## src/rtl/serial_link_pkg.sv

```systemverilog
// Shared types and helpers for the serial-link virtual-channel scheduler.
// Typedefs are sized for the default configuration (4 VCs, 8 credits).
package serial_link_pkg;

    localparam int unsigned DefNumVc      = 4;
    localparam int unsigned DefMaxCredits = 8;

    typedef logic [$clog2(DefNumVc)-1:0]          vc_idx_t;
    typedef logic [$clog2(DefMaxCredits+1)-1:0]   credit_num_t;

    typedef struct packed {
        vc_idx_t     vc;
        credit_num_t num;
    } credit_ret_t;

    typedef enum logic {
        OUT_EMPTY = 1'b0,
        OUT_FULL  = 1'b1
    } out_state_e;

    // Successor of a round-robin index, wrapping at n.
    function automatic int unsigned rr_next(input int unsigned idx, input int unsigned n);
        return (idx + 1 == n) ? 0 : idx + 1;
    endfunction

endpackage

```

## src/rtl/serial_link_rr_picker.sv

```systemverilog
// Combinational round-robin picker: first eligible VC at or after the pointer,
// wrapping around. Produces a one-hot grant, its index and an any-valid flag.
module serial_link_rr_picker
    import serial_link_pkg::*;
#(
    parameter int unsigned NumVc = 4,
    localparam int unsigned VcIdxW = $clog2(NumVc)
) (
    input  logic [NumVc-1:0]  i_eligible,
    input  logic [VcIdxW-1:0] i_ptr,
    output logic [NumVc-1:0]  o_gnt,
    output logic [VcIdxW-1:0] o_idx,
    output logic              o_any
);

    always_comb begin
        int unsigned w_cand;
        logic        w_found;
        w_cand  = 0;
        w_found = 1'b0;
        o_gnt   = '0;
        o_idx   = '0;
        o_any   = 1'b0;
        for (int unsigned k = 0; k < NumVc; k++) begin
            w_cand = (32'(i_ptr) + k) % NumVc;
            if (!w_found && i_eligible[w_cand[VcIdxW-1:0]]) begin
                w_found                     = 1'b1;
                o_gnt[w_cand[VcIdxW-1:0]]   = 1'b1;
                o_idx                       = w_cand[VcIdxW-1:0];
            end
        end
        o_any = w_found;
    end

endmodule

```

## src/rtl/serial_link_vc_scheduler.sv

```systemverilog
// Credit-based round-robin scheduler merging NumVc payload streams onto one
// registered AXIS-style output toward the data-link layer.
module serial_link_vc_scheduler
    import serial_link_pkg::*;
#(
    parameter int unsigned NumVc       = 4,
    parameter int unsigned DataWidth   = 64,
    parameter int unsigned MaxCredits  = 8,
    localparam int unsigned CreditWidth = $clog2(MaxCredits+1),
    localparam int unsigned VcIdxW      = $clog2(NumVc)
) (
    input  logic                         clk_i,
    input  logic                         rst_ni,
    input  logic                         en_i,
    input  logic [NumVc-1:0]             in_valid_i,
    input  logic [NumVc*DataWidth-1:0]   in_data_i,
    output logic [NumVc-1:0]             in_ready_o,
    output logic                         out_valid_o,
    output logic [DataWidth-1:0]         out_data_o,
    output logic [VcIdxW-1:0]            out_vc_o,
    input  logic                         out_ready_i,
    input  logic                         credit_valid_i,
    input  logic [VcIdxW-1:0]            credit_vc_i,
    input  logic [CreditWidth-1:0]       credit_num_i,
    output logic [NumVc*CreditWidth-1:0] credits_o,
    output logic                         credit_err_o
);

    out_state_e             r_state;
    logic [DataWidth-1:0]   r_data;
    logic [VcIdxW-1:0]      r_vc;
    logic [VcIdxW-1:0]      r_ptr;
    logic [CreditWidth-1:0] r_credit [NumVc];
    logic                   r_err;

    logic [NumVc-1:0]       w_eligible;
    logic [NumVc-1:0]       w_gnt_oh;
    logic [VcIdxW-1:0]      w_idx;
    logic                   w_any;
    logic                   w_load;
    logic                   w_grant;
    logic                   w_ret_ok;
    logic                   w_ret_bad;
    logic [CreditWidth:0]   w_sum [NumVc];
    logic [CreditWidth-1:0] w_credit_nxt [NumVc];
    logic [NumVc-1:0]       w_ovf;

    always_comb begin
        w_eligible = '0;
        for (int unsigned i = 0; i < NumVc; i++) begin
            w_eligible[i] = in_valid_i[i] && (r_credit[i] != '0);
        end
    end

    serial_link_rr_picker #(.NumVc(NumVc)) u_picker (
        .i_eligible (w_eligible),
        .i_ptr      (r_ptr),
        .o_gnt      (w_gnt_oh),
        .o_idx      (w_idx),
        .o_any      (w_any)
    );

    // A stalled full output blocks new grants; a draining one can reload.
    assign w_load     = en_i && ((r_state == OUT_EMPTY) || out_ready_i);
    assign w_grant    = w_load && w_any && rst_ni;
    assign in_ready_o = w_grant ? w_gnt_oh : '0;

    assign w_ret_ok  = credit_valid_i && (32'(credit_vc_i) < NumVc);
    assign w_ret_bad = credit_valid_i && !(32'(credit_vc_i) < NumVc);

    // Return and grant combine at full precision before the ceiling check.
    always_comb begin
        w_ovf = '0;
        for (int unsigned i = 0; i < NumVc; i++) begin
            w_sum[i] = {1'b0, r_credit[i]}
                     + ((w_ret_ok && credit_vc_i == VcIdxW'(i)) ? {1'b0, credit_num_i} : '0)
                     - ((w_grant && w_idx == VcIdxW'(i)) ? (CreditWidth+1)'(1) : '0);
            if (w_sum[i] > (CreditWidth+1)'(MaxCredits)) begin
                w_ovf[i]        = 1'b1;
                w_credit_nxt[i] = CreditWidth'(MaxCredits);
            end else begin
                w_credit_nxt[i] = w_sum[i][CreditWidth-1:0];
            end
        end
    end

    always_ff @(posedge clk_i) begin
        if (!rst_ni) begin
            r_err <= 1'b0;
            for (int unsigned i = 0; i < NumVc; i++) begin
                r_credit[i] <= CreditWidth'(MaxCredits);
            end
        end else begin
            r_err <= r_err || w_ret_bad || (|w_ovf);
            for (int unsigned i = 0; i < NumVc; i++) begin
                r_credit[i] <= w_credit_nxt[i];
            end
        end
    end

    always_ff @(posedge clk_i) begin
        if (!rst_ni) begin
            r_state <= OUT_EMPTY;
            r_data  <= '0;
            r_vc    <= '0;
            r_ptr   <= '0;
        end else begin
            case (r_state)
                OUT_EMPTY: begin
                    if (w_grant) begin
                        r_state <= OUT_FULL;
                        r_data  <= in_data_i[32'(w_idx)*DataWidth +: DataWidth];
                        r_vc    <= w_idx;
                        r_ptr   <= VcIdxW'(rr_next(32'(w_idx), NumVc));
                    end
                end
                OUT_FULL: begin
                    if (w_grant) begin
                        r_data  <= in_data_i[32'(w_idx)*DataWidth +: DataWidth];
                        r_vc    <= w_idx;
                        r_ptr   <= VcIdxW'(rr_next(32'(w_idx), NumVc));
                    end else if (out_ready_i) begin
                        r_state <= OUT_EMPTY;
                    end
                end
                default: r_state <= OUT_EMPTY;
            endcase
        end
    end

    assign out_valid_o  = (r_state == OUT_FULL);
    assign out_data_o   = r_data;
    assign out_vc_o     = r_vc;
    assign credit_err_o = r_err;

    always_comb begin
        credits_o = '0;
        for (int unsigned i = 0; i < NumVc; i++) begin
            credits_o[i*CreditWidth +: CreditWidth] = r_credit[i];
        end
    end

endmodule

```

## config.mk

```make
export PLATFORM = sky130hd
export DESIGN_NAME = serial_link_vc_scheduler
export DESIGN_NICKNAME = d
export VERILOG_FILES = /design/src/rtl/serial_link_pkg.sv /design/src/rtl/serial_link_rr_picker.sv /design/src/rtl/serial_link_vc_scheduler.sv
export SDC_FILE = /design/constraint.sdc
export NUM_CORES = 1
export LEC_CHECK = 0
export ABC_AREA = 1
export CAP_MARGIN = 20
export CORE_AREA = 2 2 140 142
export DETAILED_ROUTE_END_ITERATION = 10
export DIE_AREA = 0 0 142 144
export PLACE_DENSITY = 0.74
export SLEW_MARGIN = 20
export SYNTH_ARGS = -nofsm -noshare
export SYNTH_HDL_FRONTEND = slang
export SYNTH_SLANG_ARGS = --single-unit
```

## constraint.sdc

```tcl
create_clock -name clk_i -period 5.1 [get_ports clk_i]
set_input_delay 0.765 -clock clk_i [delete_from_list [all_inputs] [get_ports clk_i]]
set_output_delay 0.765 -clock clk_i [all_outputs]
set_load 0.02 [all_outputs]
```

==> out/metrics.csv <==
metric,value,unit
ys_types,33,
report.final.slew_viol_count,0,
htree_levels,3,
placedCellCount,1670,
place_congestion,0.896,
num_rows,51,
fin_worst_skew,0.00647,ns
grt_setup_unrepaired,false,
drive_gt1_frac,0.0387,
switching_share,0.471,
grt_pass1_wl,38000,um
crit_path_end_kind,flip-flop,
r2r_cells,20,
start_util,0.355,
p_switching,2200,uW
p_total,4660,uW
post-cts-setup-buffer-count,0,
cts_made_buffers,9,
cts-root-buf,clkbuf_16,
synth_area_leaders,"dfxtp_1, nand3_1, nand2_1, ha_1, nor2_1",
dieWidth,142,um
netlist_instances,1131,
fin_nets,1759,
seq_power_share,0.218,
fillers,1830,
tns,0,ns
path_buf_inv,5,
ir_drop,0.323,mV
cts_sinks,86,
grt_overflow,0,
crit_top_cell,inv_1,
io_buffers,358,
final_cells,1687,
clk-insertion-delay-late,0.34,ns
endpoint,r_credit[1][3],
post-route-period-util,0.859,
cts_resized,0,
yosysTopAreaCellShare,0.254,
routed_wl,25700,um
grt_start_max_net_pins,99,
worst_pin_slew,1.09,ns
syn-cell-area,6770,um2
synth_seq_cells,86,
power_density,436,nW/um2
clockBufferDepth,2,
hold_viol,0,
finalCoreUtilization,0.561,
multiInputGateArea,4290,um2
fp.dieArea,20400,um2
cp_slowest_stage_delay,0.54,ns
slew_headroom,0.275,
crit_type,reg -> reg,
critPathMaxFanout,18,
synth_edf_count,0,
r2r_end,r_credit[1][3],
cp_slowest_cell,dfxtp_1,
dieHeight,144,um
area.sequential,1720,um2
wire_per_inst,15.2,um
start_kind,flip-flop,
critPathLaunch,r_ptr[1],
clkPwrFrac,0.143,
rr_startpoint,r_ptr[1],
drtAntennaViolNets,0,
yosysMostFrequentCell,nand2_1,
drtIter0Drc,335,
fin_crit,4.38,ns
combPwrFrac,0.640,
drv_cap,0,
post-synth-top-area-cell,dfxtp_1,
max_freq,228,MHz
first_global_vias,7514,
antenna_found_initial,0,
required,5.33,ns
crit_path_cell_trace,inv_1 > ha_1 > inv_1 > nand2_1 > nand2_4 > nor2_2 > nand3_1 > nand2_1 > nand2_2 > buf_4 > nor3_1 > ha_1 > inv_1 > ha_1 > fa_1 > o31ai_1 > nand2_1 > nor2_1 > inv_1 > or2_2,
leakagePower,0.00497,uW
hp-class,reg -> reg,
synth-main-ff-cell,dfxtp_1,
drcViolationCount,0,
path_delay_family,simple AND/OR/NAND/NOR gates,
hpwl,19300,um
vias,8374,
ys.warnings.count,0,
synthToLayoutAreaGrowth,57.9,%
r2r_slack,0.72,ns
syn_area_per_cell,5.99,um2
synth.net_count,1447,
vias_per_cell,4.96,
setup_viol,0,
status,completed,
cts_hold_buf,0,
io_pins,359,
firstDrtPassIters,5,
grt_use_total,0.236,
crit_arrival,4.62,ns
synth_common_cells,"nand2_1, nand3_1, nor2_1, inv_1, dfxtp_1",
cts_tree,built,
path_clk_slew,0.06,ns
p_int,2470,uW
async_reset_ff_frac,0,
yosysSeqAreaShare,0.254,
core,19100,um2
cp.depth,20,
-- sequential cells by signal, summed over array words and instances, names as in the netlist --
| register | flops |
|---|---|
| r_credit | 16 |
| r_ptr | 2 |
| credit_err_o | 1 |
| out_data_o | 64 |
| out_vc_o | 2 |
| out_valid_o | 1 |
-- layout make-up --
class | count | share of cell area
inverter | 109 | 0.0385
multi-input combinational | 866 | 0.401
clock inverter | 6 | 0.00573
sequential | 86 | 0.161
clock buffer | 10 | 0.0223
antenna | 1 | 0.000234
tap | 238 | 0.0278
timing repair buffer | 371 | 0.344
-- metrics by stage --
step | worst slack, ns | hold slack (ns) | instance area [um2]
3_5_place_dp | 0.550 | 0.462 | 10400
4_1_cts | 0.748 | 0.473 | 10700
5_1_grt | 0.421 | 0.486 | 10700
6_report | 0.717 | 0.470 | 10700
2_1_floorplan | 1.06 | 0.545 | 6770
3_3_place_gp | 0.617 | 0.458 | 10400
-- kinds of logic (layout without fill, tap and decap cells) --
kind of cell,after synthesis,count (layout),share of synthesized area
compound gates,28,28,0.0244
flops,86,86,0.254
simple gates,781,781,0.503
fa+ha+maj,45,45,0.0876
xor+xnor,12,12,0.0155
buf+inv,179,496,0.116
other cells,0,1,0
-- power groups by stage --
stage	registers, uW	logic (uW)	clock network, uW
4_1_cts	1020	2990	684
6_report	1010	2980	664
3_3_place_gp	1030	2930	0
5_1_grt	1040	3280	703
2_1_floorplan	1250	1710	0
3_5_place_dp	1030	2980	0
-- cell usage in the layout (no fill, tap or decap), drive strengths merged, types with 8 or more instances in the layout --
master / instances
xor2: 8
inv: 109
clkbuf: 10
clkdlybuf4s50: 357
a21oi: 15
nor2: 123
ha: 41
nand2: 351
nand3: 291
dfxtp: 86
buf: 14
-- worst register-to-register path, delay by kind of cell, from the launching register on --
kind,cells,cell delay (ns)
buffers and inverters,5,0.71
adders and majority gates,4,1.34
DFF,1,0.54
and+or+nand+nor,10,1.46
AOI/OAI and AO/OA,1,0.24
-- worst min path at each step --
stage	start	end	slack (ns)	cells after the start
finish	out_data_o[49]	out_data_o[49]	0.47	2
global route	out_data_o[35]	out_data_o[35]	0.49	2
CTS	out_data_o[49]	out_data_o[49]	0.47	2
detailed placement	out_data_o[8]	out_data_o[8]	0.46	2
global placement	out_data_o[23]	out_data_o[23]	0.46	2
floorplan	out_data_o[12]	out_data_o[12]	0.55	2
-- routing by layer --
| layer | global-route usage | vias up | share of wire | routed length, um |
|---|---|---|---|---|
| met4 | 0.0995 | 0 | 0.029 | 750 |
| met5 | 0 | - | 0 | 0 |
| met1 | 0.272 | 3767 | 0.39 | 9990 |
| li1 | - | 4238 | - | - |
| met2 | 0.419 | 332 | 0.49 | 12600 |
| met3 | 0.0563 | 37 | 0.090 | 2320 |
Note: power is estimated with default switching activity, not from simulation.
